## src/rtl/l2_port_arbiter.sv

```systemverilog
// Round-robin arbiter that shares one L2 cache port between the I-cache refill (port 0)
// and the D-cache refill/write-through (port 1), with a watchdog on stalled reads.
module l2_port_arbiter #(
    parameter int TIMEOUT_CYCLES = 64
) (
    input  logic         clk,
    input  logic         rst,
    input  logic         p0_req,
    input  logic         p0_we,
    input  logic [31:0]  p0_addr,
    input  logic [31:0]  p0_wdata,
    output logic         p0_ack,
    output logic [127:0] p0_rdata,
    input  logic         p1_req,
    input  logic         p1_we,
    input  logic [31:0]  p1_addr,
    input  logic [31:0]  p1_wdata,
    output logic         p1_ack,
    output logic [127:0] p1_rdata,
    output logic         l2_read_index,
    output logic         l2_write_index,
    output logic [31:0]  l2_addr,
    output logic [31:0]  l2_write_data,
    input  logic         l2_stall,
    input  logic [127:0] l2_block,
    output logic         busy,
    output logic         grant_id,
    output logic         timeout_err
);

    localparam int WD_W = $clog2(TIMEOUT_CYCLES);
    localparam logic [WD_W-1:0] WD_LIMIT = WD_W'(TIMEOUT_CYCLES - 1);

    typedef enum logic [1:0] {
        IDLE,
        RD,
        WR,
        RESP
    } state_t;

    state_t          state_q, state_d;
    logic            lastGrant_q, lastGrant_d;
    logic            grantId_q, grantId_d;
    logic [31:0]     addr_q, addr_d;
    logic [31:0]     wdata_q, wdata_d;
    logic [127:0]    rdata0_q, rdata0_d;
    logic [127:0]    rdata1_q, rdata1_d;
    logic [WD_W-1:0] wdog_q, wdog_d;
    logic            timeoutErr_q, timeoutErr_d;
    logic            grantSel;
    logic            grantWe;

    // lastGrant resets to 1 so that port 0 wins the very first tie.
    always_ff @(posedge clk or negedge rst) begin
        if (!rst) begin
            state_q      <= IDLE;
            lastGrant_q  <= 1'b1;
            grantId_q    <= 1'b0;
            addr_q       <= '0;
            wdata_q      <= '0;
            rdata0_q     <= '0;
            rdata1_q     <= '0;
            wdog_q       <= '0;
            timeoutErr_q <= 1'b0;
        end else begin
            state_q      <= state_d;
            lastGrant_q  <= lastGrant_d;
            grantId_q    <= grantId_d;
            addr_q       <= addr_d;
            wdata_q      <= wdata_d;
            rdata0_q     <= rdata0_d;
            rdata1_q     <= rdata1_d;
            wdog_q       <= wdog_d;
            timeoutErr_q <= timeoutErr_d;
        end
    end

    always_comb begin
        state_d        = state_q;
        lastGrant_d    = lastGrant_q;
        grantId_d      = grantId_q;
        addr_d         = addr_q;
        wdata_d        = wdata_q;
        rdata0_d       = rdata0_q;
        rdata1_d       = rdata1_q;
        wdog_d         = wdog_q;
        timeoutErr_d   = timeoutErr_q;
        grantSel       = 1'b0;
        grantWe        = 1'b0;
        l2_read_index  = 1'b0;
        l2_write_index = 1'b0;
        p0_ack         = 1'b0;
        p1_ack         = 1'b0;

        case (state_q)
            IDLE: begin
                grantSel = (p0_req && p1_req) ? ~lastGrant_q : p1_req;
                grantWe  = grantSel ? p1_we : p0_we;
                if (p0_req || p1_req) begin
                    grantId_d   = grantSel;
                    lastGrant_d = grantSel;
                    addr_d      = grantSel ? p1_addr : p0_addr;
                    wdata_d     = grantSel ? p1_wdata : p0_wdata;
                    wdog_d      = '0;
                    state_d     = grantWe ? WR : RD;
                end
            end

            RD: begin
                l2_read_index = 1'b1;
                if (!l2_stall) begin
                    if (grantId_q) rdata1_d = l2_block;
                    else           rdata0_d = l2_block;
                    state_d = RESP;
                end else if (wdog_q == WD_LIMIT) begin
                    // Abort: the requester still gets its ack, with an all-zero block.
                    timeoutErr_d = 1'b1;
                    if (grantId_q) rdata1_d = '0;
                    else           rdata0_d = '0;
                    state_d = RESP;
                end else begin
                    wdog_d = wdog_q + 1'b1;
                end
            end

            WR: begin
                l2_write_index = 1'b1;
                state_d        = RESP;
            end

            RESP: begin
                p0_ack  = ~grantId_q;
                p1_ack  = grantId_q;
                state_d = IDLE;
            end

            default: state_d = IDLE;
        endcase
    end

    assign busy          = (state_q != IDLE);
    assign grant_id      = grantId_q;
    assign l2_addr       = addr_q;
    assign l2_write_data = wdata_q;
    assign p0_rdata      = rdata0_q;
    assign p1_rdata      = rdata1_q;
    assign timeout_err   = timeoutErr_q;

endmodule

```

## config.mk

```make
export PLATFORM = sky130hd
export DESIGN_NAME = l2_port_arbiter
export DESIGN_NICKNAME = d
export VERILOG_FILES = /design/src/rtl/l2_port_arbiter.sv
export SDC_FILE = /design/constraint.sdc
export NUM_CORES = 1
export LEC_CHECK = 0
export CAP_MARGIN = 20
export CORE_AREA = 4 4 227 229
export CTS_CLUSTER_SIZE = 16
export DETAILED_ROUTE_END_ITERATION = 16
export DIE_AREA = 0 0 231 233
export HOLD_SLACK_MARGIN = 0.06
export PLACE_DENSITY = 0.61
export SETUP_SLACK_MARGIN = 0.05
export SYNTH_ARGS = -nofsm -noshare
export SYNTH_HDL_FRONTEND = slang
export SYNTH_SLANG_ARGS = --single-unit
```

## constraint.sdc

```tcl
create_clock -name clk -period 1.7 [get_ports clk]
set_input_delay 0.425 -clock clk [delete_from_list [all_inputs] [get_ports clk]]
set_output_delay 0.425 -clock clk [all_outputs]
set_load 0.005 [all_outputs]
```

After elaboration in Yosys (flattened, before gate mapping)
Cells that the tools add are included.
{"block": "word_totals", "regBits": 331, "inputBits": 263, "elab_cells": 61, "output_inout_bits": 327}
{"block": "op_classes", "add_sub_neg": 1, "mux": 25, "n_eq_ne": 12, "bitwise": 2, "reduce_logical": 12}
{"op": "two-way mux 128 bit", "n": 8}
{"op": "two-way mux 32 bit", "n": 2}
{"op": "two-way mux 6 bit", "n": 3}
{"op": "!= test 2 bit, second input constant", "n": 6}
{"op": "case mux 6 bit (2 select lines)", "n": 1}
{"op": "AND reduction 4 bit", "n": 3}
{"op": "two-way mux 2 bit", "n": 4}
{"op": "case mux 2 bit (4 select lines)", "n": 1}
{"op": "adder 6 x 1 -> 6 bit, second input constant", "n": 1}
{"op": "equality test 6 bit, second input constant", "n": 1}
{"op": "two-way mux 1 bit", "n": 6}
{"op": "nonzero test 2 bit", "n": 3}
{"op": "equality test 2 bit, second input constant", "n": 2}
{"op": "AND reduction 2 bit", "n": 2}
{"op": "!= test 3 bit, second input constant", "n": 1}
{"op": "AND reduction 3 bit", "n": 1}
{"op": "equality test 2 x 1 -> 1 bit, second input constant", "n": 1}
{"op": "zero test 2 bit", "n": 1}
{"op": "!= test 2 x 1 -> 1 bit, second input constant", "n": 1}
{"op": "inverter 1 bit", "n": 2}
{"op": "logical AND 1 bit", "n": 1}
{"op": "logical OR 1 bit", "n": 1}

Depth between registers and ports, before layout
{"block": "depth", "ltp_word": 6, "ltp_mapped": 8, "ltp_nobuf": 6}

Least setup slack after synthesis
OpenSTA, ideal clock, no wires.
{"block": "synth_path", "kind": "register to register", "start": "register state_q[1]", "end": "register wdog_q[4]", "arrival_ps": 1559, "synth_period_minus_slack_ps": 1687, "path_stages_with_launch": 7, "t_required_ps": 1571, "setup_slack_ps": 13, "path_buffers": 0, "setup_ps": 129, "cell_sequence": "dfrtp_1 > inv_1 > ha_1 > mux2i_1 > nor2_4 > a41o_1 > a21boi_1"}
{"block": "synth_between", "elab_chain_len": 3, "word_cells_on_any_way": 8, "classes_between": "eq/ne: 4; mux: 1; reduce/logical: 3"}
{"item": "start: declaration", "line_no": "41", "source": "state_t state_q, state_d;"}
{"item": "start signal: assignment", "line_no": "66", "source": "state_q <= state_d;"}
{"item": "equality test 2 x 1 -> 1 bit or zero test 2 bit (tied branches)", "line_no": "95", "source": "case (state_q)"}
{"item": "!= test 2 bit (no line) or nonzero test 2 bit (tied branches)"}
{"item": "AND reduction 4 bit (no line)"}
{"item": "end signal: assignment", "line_no": "73", "source": "wdog_q <= wdog_d;"}
{"item": "end: declaration", "line_no": "48", "source": "logic [WD_W-1:0] wdog_q, wdog_d;"}
Parallel ways exist; a longest one is shown, timed or not.
A chain may end at the register's enable or synchronous reset.

Worst setup path in the final report
{"block": "layout_path", "start": "register state_q[0]", "end": "output p0_ack"}
{"block": "layout_between", "elab_chain_len": 2}
{"item": "equality test 2 bit", "line_no": "95"}
{"item": "two-way mux 1 bit", "line_no": "95"}
{"item": "end: declaration", "line_no": "12", "source": "output logic p0_ack,"}
Every way passes these cells.

==> results.txt <==
* Period Utilization, post-route: 112.5%
- After detailed routing, the number of vias per cell comes to 4.764.
- Clock slew at reported path FFs: 0.06 ns
- For this run, the share of the core covered by cells in the final layout is 45.91%.
* Worst-skew pair later-pin latency: 0.55 ns
- Post-detailed-route count of antenna-violating nets: 0
* Buf+Inv Stages, Crit Path: 2
* Aggregate routed wire length: 50710 µm
* GRT met3 Usage: 5.326%
- On the worst path, the slowest cell contributes a delay of 0.42 ns.
- At the end of the flow, the number of nets in the layout was 1947.
- Final setup fails: 269
- Mapped Nets: 1189
- In the routed design, unresolved DRC markers number 0.
- Setup slack on the critical path of the routed design comes to -0.2129 ns.
- TritonCTS built the clock tree.
* Library cell with the highest instance count after synthesis: dfrtp_1
- Leaving out filler cells and counting taps, the final layout contains 2381.
- The first detailed-routing pass ran for 5 iterations.
- Startpoint-to-endpoint class of the critical path: reg2out
- In this run the most used layer during global routing was met2.
- Initial antenna violation count: 2
- Traced cell by cell, the critical path runs through ha_4 -> buf_6 -> nor2b_4 -> buf_2.
* Flops & latches, synth: 331
- After technology mapping, the gate count stands at 921.
* Setup repair after global routing missed its margin: true
* Total global routing overflow: 0
* Buffer cell driving the clock tree root: clkbuf_16
- The number of placed instances, taps included, is 2201.
* Cell Area, Synth: 12720 µm²
- The floorplan step set the die width to 231 µm.
- In the global route stage, met2 resource usage came out at 29.91%.
* Post-synth top area share: 64.94%
- The worst register-to-register path begins at state_q[0].
- For met1 alone, demand over resource in global routing was 21.83%.
- In the synthesized netlist the dominant register cell turns out to be dfrtp_1.
- Post-layout total power: 38.65 mW
- Ratio of cells with drive above 1 in the final layout: 18.44%
* Final estimated routing congestion in global placement: 0.8363
- FFs w/ async S/R, synth: 100.0%
* Number of global-route vias before repair: 12010
- In this run the deepest clock path goes through 3 buffers.
* Ranking of synthesized cells by instance count: 330 x dfrtp_1, 258 x a22o_1, 67 x nand2_1, 65 x mux2i_1, 65 x o21ai_1
- Maximum fanout along the worst path: 2
- By area the synthesized netlist is led by dfrtp_1 65%, a22o_1 18%, mux2i_1 5.1%.
* Start point of the critical path: state_q[0]
- The synthesized netlist contains 36 unique library cells.
- Timing analysis after detailed placement gives a worst setup slack of -0.3866 ns.
- Number of H-tree branching levels: 2
- Number of max-slew violations in the final report: 0
- Input and output buffers added on the ports amount to 589.
- Critical Path Stages: 4
- Min-Delay Path Class: in2async
- The layout has 4509 filler cells.
- Avg WL per Cell: 21.30 µm
* Violation count after the first detailed-routing iteration: 642
* Leakage power total: 10.76 nW
- Rows: 82
* Avg Inst Size Synth: 13.81 µm²
- Headroom to the max-slew limit: 73.00%
- Number of violations of the max-capacitance limit: 0
- Final std cell area, no fill: 22800 µm²
- Number of hold violations in the final report: 0
* Largest net degree at the start of global routing: 65
- Across the VDD grid, the largest voltage drop is 0.0006459 V.
- Die Outline Area: 53820 µm²
- Initial core utilization: 25.61%
- During synthesis, Yosys emitted a total of 0 warnings.
- Required time of the critical path: 1.27 ns
- The number of clock buffers added by TritonCTS is 39.
* Cell with the largest stage delay on the worst path: dfrtp_1
- I/O pins: 590
- The checks that failed: negative setup slack.
* Worst Setup End Kind: output port
- Height of the die: 233 µm
- The detailed router placed 11340 vias in this run.
* Std-Cell Core Area: 49660 µm²
- The run finished, with violations left.
* Hold Slack: 0.3855 ns
* Arrival time reported for the critical path endpoint: 1.49 ns
- Placed wire-length estimate after detailed placement: 33860 µm
- The first global-routing pass estimated 74490 µm of wire.
* Number of enable-type register cells in the synthesized netlist: 0
* Final total negative setup slack: -26.15 ns
- In this run the power density over the cells is 1695 nW/µm².
- The worst setup path is launched from a flip-flop.
- Post-layout minimum cycle time: 1.913 ns
- Max Clk Rate: 0.5228 GHz
- Grouping stages by cell kind, the critical path spends the most delay in flip-flops.
* Placed inst area: 20000 µm²
* Worst Reg2Reg Path Length in Cells: 9
- Overall fraction of global-route tracks in use: 17.82%
* Number of clock sinks: 331
- The biggest area contributor in the post-synthesis netlist is dfrtp_1.
- At the pin with the least slew margin, the transition time is 0.4050 ns.
- Compared with the post-synthesis result, the final layout area differs by 79.30%.
- After synthesis, flip-flops and latches occupy 65.15% of the total area.
- Skew final: 0.01987 ns
registers in the layout, indices dropped and copies added (netlist names):
register,cells
wdog_q,6
lastGrant_q,1
grant_id,1
p0_rdata,128
state_q,2
l2_addr,32
p1_rdata,128
l2_write_data,32
timeout_err,1
area by class of cell:
cell class                 instances  area (µm²)  area share (%)
clock inverter                    16       160.2          0.7024
tap                              672       840.8           3.688
sequential                       331        8285           36.34
multi-input combinational        509        4053           17.78
antenna                            1       2.502         0.01098
clock buffer                      54        1154           5.060
inverter                           3       18.77         0.08232
timing repair buffer             795        8285           36.34
logic make-up after synthesis:
family	after synthesis	synth area share, %
buf+inv	81	4.408
compound gates	344	21.40
fa+ha+maj	5	0.4920
flops	331	65.15
mux	67	5.294
simple gates	93	3.257
power by group:
group / switching (mW) / internal [mW]
Sequential: 2.08 / 11.5
Combinational: 6.59 / 10.0
Clock: 3.41 / 5.06
Total: 12.1 / 26.6
cell usage in the layout (no fill, tap or decap), drive strengths merged, types with 3 or more instances in the layout:
master / instances
dfrtp: 330
clkdlybuf4s50: 261
a22o: 258
clkdlybuf4s15: 256
buf: 209
o21ai: 70
nand2: 67
mux2i: 65
dlygate4sd2: 63
clkbuf: 59
nand3: 10
clkinv: 7
a21oi: 7
clkinvlp: 6
nor2: 6
ha: 5
inv: 4
nand2b: 3
worst register-to-register path, stage by stage (launching register included):
cell      delay [ns]
dfrtp_1         0.42
buf_6           0.15
buf_6           0.11
ha_4            0.16
buf_6           0.13
nand2b_1        0.14
nor2_4          0.06
buf_4           0.17
buf_4           0.21
a22o_1          0.25
what timing repair did:
action,CTS,global route
setup endpoints to repair,626,395
pin swaps,28,43
setup buffers,87,8
gates cloned,16,6
hold endpoints to repair,26,0
hold buffers,1,0
resized for setup,696,20
routing by layer:
| layer | wire length (µm) | vias to the layer above |
|---|---|---|
| li1 | - | 4988 |
| met1 | 20160 | 5737 |
| met2 | 24770 | 544 |
| met3 | 4241 | 75 |
| met4 | 1540 | 0 |
| met5 | 0 | - |
path summary, 6_finish.rpt:
kind | to | slack, ns
setup / recovery | p0_ack | -0.21
hold / removal | p0_rdata[78] | 0.39
setup reg to reg | p0_rdata[67] | -0.20
hold reg to reg | l2_write_data[22] | 0.48
max in group asynchronous | p1_rdata[51] | 0.56
min in group clk | l2_write_data[22] | 0.48
Power figures use the tool's default switching activity.
